**src/rtl/alarm_ring_ctrl.sv**
```systemverilog
// alarm_ring_ctrl: alarm ring sequencer (ALARM_SNOOZE_EN adds snooze); in: clk, rst_n, tick_1s, adjust, alarm_on, key_stop, key_snooze, BCD time/alarm digits; out: buzzer, ringing, snoozing, ring_left
module alarm_ring_ctrl #(
  parameter int RING_SEC   = 60,
  parameter int BEEP_DIV   = 25_000,
  parameter int SNOOZE_MIN = 5
) (
  input  logic       clk,
  input  logic       rst_n,
  input  logic       tick_1s,
  input  logic [2:0] adjust,
  input  logic       alarm_on,
  input  logic       key_stop,
  input  logic       key_snooze,
  input  logic [3:0] hour_h,
  input  logic [3:0] hour_l,
  input  logic [3:0] min_h,
  input  logic [3:0] min_l,
  input  logic [3:0] sec_h,
  input  logic [3:0] sec_l,
  input  logic [3:0] alm_hour_h,
  input  logic [3:0] alm_hour_l,
  input  logic [3:0] alm_min_h,
  input  logic [3:0] alm_min_l,
  output logic       buzzer,
  output logic       ringing,
  output logic       snoozing,
  output logic [7:0] ring_left
);
  localparam int CW = BEEP_DIV > 1 ? $clog2(BEEP_DIV) : 1;
  typedef enum logic [1:0] {IDLE = 2'd0, RING = 2'd1, SNOOZE = 2'd2} state_t;
  state_t state, state_n;
  logic match, match_d, trig, abort, wrap, gate, gate_n, tone, tone_n, buzzer_n;
  logic [7:0] rl_n;
  logic [CW-1:0] cnt, cnt_n;
  assign abort = !alarm_on || adjust != 3'd0;
  assign match = !abort && {hour_h, hour_l, min_h, min_l} == {alm_hour_h, alm_hour_l, alm_min_h, alm_min_l}
                 && sec_h == 4'd0 && sec_l == 4'd0;
  assign trig = match && !match_d;
  assign wrap = cnt == CW'(BEEP_DIV - 1);
`ifdef ALARM_SNOOZE_EN
  logic [9:0] snz_cnt, snz_n;
`else
  logic unused_snooze;
  assign unused_snooze = key_snooze | (SNOOZE_MIN == 0);
  assign snoozing = 1'b0;
`endif
  always_comb begin
    state_n = state;
    rl_n = ring_left;
    gate_n = gate;
    cnt_n = '0;
    tone_n = 1'b0;
`ifdef ALARM_SNOOZE_EN
    snz_n = snz_cnt;
`endif
    if (abort) begin
      state_n = IDLE;
      rl_n = '0;
    end else begin
      case (state)
        IDLE: if (trig) begin
          state_n = RING;
          rl_n = 8'(RING_SEC);
          gate_n = 1'b1;
        end
        RING: begin
          cnt_n = wrap ? '0 : cnt + 1'b1;
          tone_n = tone ^ wrap;
          if (key_stop) begin
            state_n = IDLE;
            rl_n = '0;
          end
`ifdef ALARM_SNOOZE_EN
          else if (key_snooze) begin
            state_n = SNOOZE;
            rl_n = '0;
            snz_n = 10'(SNOOZE_MIN * 60);
          end
`endif
          else if (tick_1s) begin
            state_n = ring_left > 8'd1 ? RING : IDLE;
            rl_n = ring_left > 8'd1 ? ring_left - 1'b1 : 8'd0;
            gate_n = ~gate;
          end
        end
`ifdef ALARM_SNOOZE_EN
        SNOOZE: if (key_stop) begin
          state_n = IDLE;
          snz_n = '0;
        end else if (tick_1s) begin
          state_n = snz_cnt > 10'd1 ? SNOOZE : RING;
          snz_n = snz_cnt > 10'd1 ? snz_cnt - 1'b1 : 10'd0;
          rl_n = snz_cnt > 10'd1 ? ring_left : 8'(RING_SEC);
          gate_n = snz_cnt > 10'd1 ? gate : 1'b1;
        end
`endif
        default: begin
          state_n = IDLE;
          rl_n = '0;
        end
      endcase
    end
    buzzer_n = state_n == RING && tone_n && gate_n;
  end
  always_ff @(posedge clk or negedge rst_n) begin
    if (!rst_n) begin
      state <= IDLE;
      match_d <= 1'b0;
      ring_left <= '0;
      gate <= 1'b0;
      cnt <= '0;
      tone <= 1'b0;
      buzzer <= 1'b0;
      ringing <= 1'b0;
`ifdef ALARM_SNOOZE_EN
      snz_cnt <= '0;
      snoozing <= 1'b0;
`endif
    end else begin
      state <= state_n;
      match_d <= match;
      ring_left <= rl_n;
      gate <= gate_n;
      cnt <= cnt_n;
      tone <= tone_n;
      buzzer <= buzzer_n;
      ringing <= state_n == RING;
`ifdef ALARM_SNOOZE_EN
      snz_cnt <= snz_n;
      snoozing <= state_n == SNOOZE;
`endif
    end
  end
endmodule
```
**config.mk**
```make
export PLATFORM = sky130hd
export DESIGN_NAME = alarm_ring_ctrl
export DESIGN_NICKNAME = d
export VERILOG_FILES = /design/src/rtl/alarm_ring_ctrl.sv
export SDC_FILE = /design/constraint.sdc
export NUM_CORES = 1
export LEC_CHECK = 0
export ABC_AREA = 1
export BUFFER_PORTS_ARGS = -buffer_cell sky130_fd_sc_hd__buf_2
export CORE_MARGIN = 2
export CORE_UTILIZATION = 45
export DETAILED_ROUTE_END_ITERATION = 7
export PLACE_DENSITY = 0.76
export SLEW_MARGIN = 20
export SYNTH_ARGS = -nofsm -noshare
export SYNTH_HDL_FRONTEND = slang
export SYNTH_SLANG_ARGS = --single-unit
```
**constraint.sdc**
```tcl
create_clock -name clk -period 2.3 [get_ports clk]
set_input_delay 0.23 -clock clk [delete_from_list [all_inputs] [get_ports clk]]
set_output_delay 0.23 -clock clk [all_outputs]
set_load 0.005 [all_outputs]
```
==> qor.csv <==
stage;metric;value;unit
outcome;outcome;complete, but fails checks;
outcome;violations;negative hold slack;
floorplanning;core;4786;µm²
power_and_ir_drop;p_leak;0.001459;µW
layout;n_fill_cell;478;
yosys;yosys-top-cells-count;86 x nand2_1, 54 x inv_1, 42 x nor2_1;
routing;vias;2217;
yosys;ys_ff_latch;30;
routing;drc;0;
yosys;yosysMostFrequentCell;nand2_1;
layout;area_delta_synth_final;21.00;%
routing;drt_iter0_drc;111;
clock_tree;cts_hold_buf;0;
routing;met3_length;243;µm
layout;finalNonFillerCells;460;
yosys;ys.flop_type;dfrtp_1;
sta;slew-limit-headroom;54.44;%
clock_tree;clock_latency;280;ps
critical_path;cp_max_fo;7;
critical_path;crit_path_max_incr_delay;440;ps
yosys;yosys.area.top_type;dfrtp_1;
critical_path;r2r-end;buzzer;
layout;layout-drive-gt1-share;25.45;%
grt;grt_pass1_vias;2003;
yosys;yosysTopAreaCellShare;33.24;%
floorplanning;initial_utilization;47.19;%
placed_design;place_inst;452;
yosys;async_flop_share;100.0;%
sta;clock.fmax;533.1;MHz
clock_tree;cts_setup_buffers;0;
clock_tree;cts-buffers-inserted;5;
placed_design;place.gp.congestion;0.9483;
routing;top_layer_used;met4;
sta;worst_slew_pin_slew;683.5;ps
power_and_ir_drop;power_density;443.4;nW/µm²
yosys;synth_area;2258;µm²
sta;fin_crit;1876;ps
routing;via_per_inst;4.820;
routing;route.met2.wl;2.362;mm
sta;setup_viol;0;
grt;antenna_found_initial;0;
critical_path;r2r_slack;420;ps
critical_path;criticalPathCategory;reg -> reg;
sta;fin_setup_tns;0;ps
clock_tree;clk_path_buf_depth;2;
floorplanning;row_count;25;
yosys;seq_area_frac_synth;33.24;%
yosys;ys_types;34;
critical_path;cp-start-kind;flip-flop;
job;cap_viol_max_count;0;
critical_path;cp.arrival;2090;ps
critical_path;required;2520;ps
sta;drv_slew;0;
sta;fin_crit_sh;81.55;%
sta;finalHoldViolCount;30;
clock_tree;h-tree-depth;2;
routing;drt-met1-wl;2.185;mm
routing;antenna_left;0;
clock_tree;cts-root-buf;clkbuf_8;
yosys;syn_area_per_cell;6.885;µm²
grt;globalRouteOverflowTotal;0;
sta;fin_skew;6.922;ps
critical_path;cpMostUsedCell;nand2_1;
critical_path;r2r_start;ring_left[0];
critical_path;cp_slowest_cell;dfrtp_1;
yosys;synthTopCellsByArea;dfrtp_1 33%, nand2_1 14%, inv_1 9.0%, nor2_1 7.0%, nand3_1 5.8%;
sta;worst_hold_slack;-18.06;ps
critical_path;end_kind;flip-flop;
clock_tree;path_clk_slew;70;ps
grt;grt_max_degree;31;
floorplanning;die_w;74.84;µm
floorplanning;die-height;74.84;µm
grt;grt_use_total;19.12;%
floorplanning;die-area;5601;µm²
placed_design;hpwl;3.828;mm
layout;fin_nets;444;
yosys;yosys_warnings;0;
sta;rsz0062_at_grt;no;
grt;grt_pass1_wl;8.335;mm
power_and_ir_drop;ir_drop;0.0002787;V
routing;wl_per_cell;10.50;µm
routing;firstDrtPassIters;4;
placed_design;port_buffers;57;
yosys;synth_edf_count;0;
clock_tree;cts_resized;0;
layout;antenna_cells;0;
critical_path;cp_cell_sequence;inv_1 > ha_1 > or2_2 > nand4_1 > nand2_1 > nor2_1 > a31oi_1 > nand2_2 > nand2_1 > nor2_2;
yosys;synth_cells;328;
floorplanning;io_pins;60;
min_path;hp-class;in -> async;
routing;wl;4.830;mm
clock_tree;cts_sinks;30;
critical_path;r2r_cells;10;
clock_tree;tritoncts;done;
metal layers:
layer,track usage [%],up-vias
met5,0,-
met4,4.762,0
met3,4.819,4
met2,33.63,62
met1,23.40,1011
li1,-,1140
critical path: cells and delay by family, from the launching register on:
kind	cells	cell delay, ps
AOI/OAI and AO/OA	1	90
and+or+nand+nor	7	930
DFF	1	440
adders and majority gates	1	270
buffers and inverters	1	70
metrics by stage:
step	area (µm²)	total power, µW	utilization, %	setup WS (ps)	hold WS (ps)
2_1_floorplan	2262	623.4	-	648.8	-65.59
3_3_place_gp	2624	691.2	54.82	516.9	313.6
3_5_place_dp	2624	694.9	54.82	466.2	314.1
4_1_cts	2733	1224	57.10	424.5	5.744
5_1_grt	2733	1267	57.10	258.2	36.29
6_report	2733	1212	57.10	424.2	-18.06
area by class of cell:
type | count | area (µm²) | share of cell area (%)
Clock buffer | 5 | 68.82 | 2.518
Clock inverter | 3 | 40.04 | 1.465
Inverter | 60 | 226.5 | 8.288
Multi-Input combinational cell | 238 | 1277 | 46.75
Sequential cell | 30 | 750.7 | 27.47
Tap cell | 67 | 83.83 | 3.068
Timing Repair Buffer | 57 | 285.3 | 10.44
report_power, final:
group / total (µW) / internal (µW) / switching, µW
combinational: 151 / 66.4 / 84.3
sequential: 533 / 530 / 3.17
clock: 528 / 318 / 209
placed cells by master (no fill, tap or decap), types with 3 or more instances in the layout:
cell      instances
nor2_1           42
xor2_1            5
ha_1              3
nor2_4            4
xnor2_1           8
inv_2             5
a21oi_1           8
buf_2            57
inv_1            54
nand3_2           3
nand2_1          86
clkinv_2          3
clkbuf_8          5
nor2_2            6
nor3_1            5
dfrtp_1          30
nand3_1          26
o21ai_0           6
nand2_2           4
nand4_1           9
how the worst max path moves through the flow:
stage                 start            to  slack, ps
6_report       ring_left[0]        buzzer        420
3_3_place_gp   ring_left[0]  ring_left[3]        520
5_1_grt        ring_left[1]  ring_left[3]        260
3_5_place_dp   ring_left[0]        buzzer        470
4_1_cts        ring_left[0]        buzzer        420
2_1_floorplan  ring_left[0]        buzzer        650
logic make-up (layout without fill, tap and decap cells):
| family | after synthesis | in the layout | share of synthesized area (%) |
|---|---|---|---|
| simple gates | 199 | 199 | 44.38 |
| compound gates | 21 | 21 | 5.152 |
| xor+xnor | 13 | 13 | 5.042 |
| fa+ha+maj | 3 | 3 | 1.662 |
| buf+inv | 61 | 125 | 10.36 |
| flops | 30 | 30 | 33.24 |
| other cells | 1 | 2 | 0.1660 |
registers in the layout, indices dropped and copies added, names as in the netlist:
| signal | cells |
|---|---|
| state | 2 |
| match_d | 1 |
| ringing | 1 |
| tone | 1 |
| gate | 1 |
| buzzer | 1 |
| ring_left | 8 |
| cnt | 15 |
Note: power is estimated with default switching activity, not from simulation.
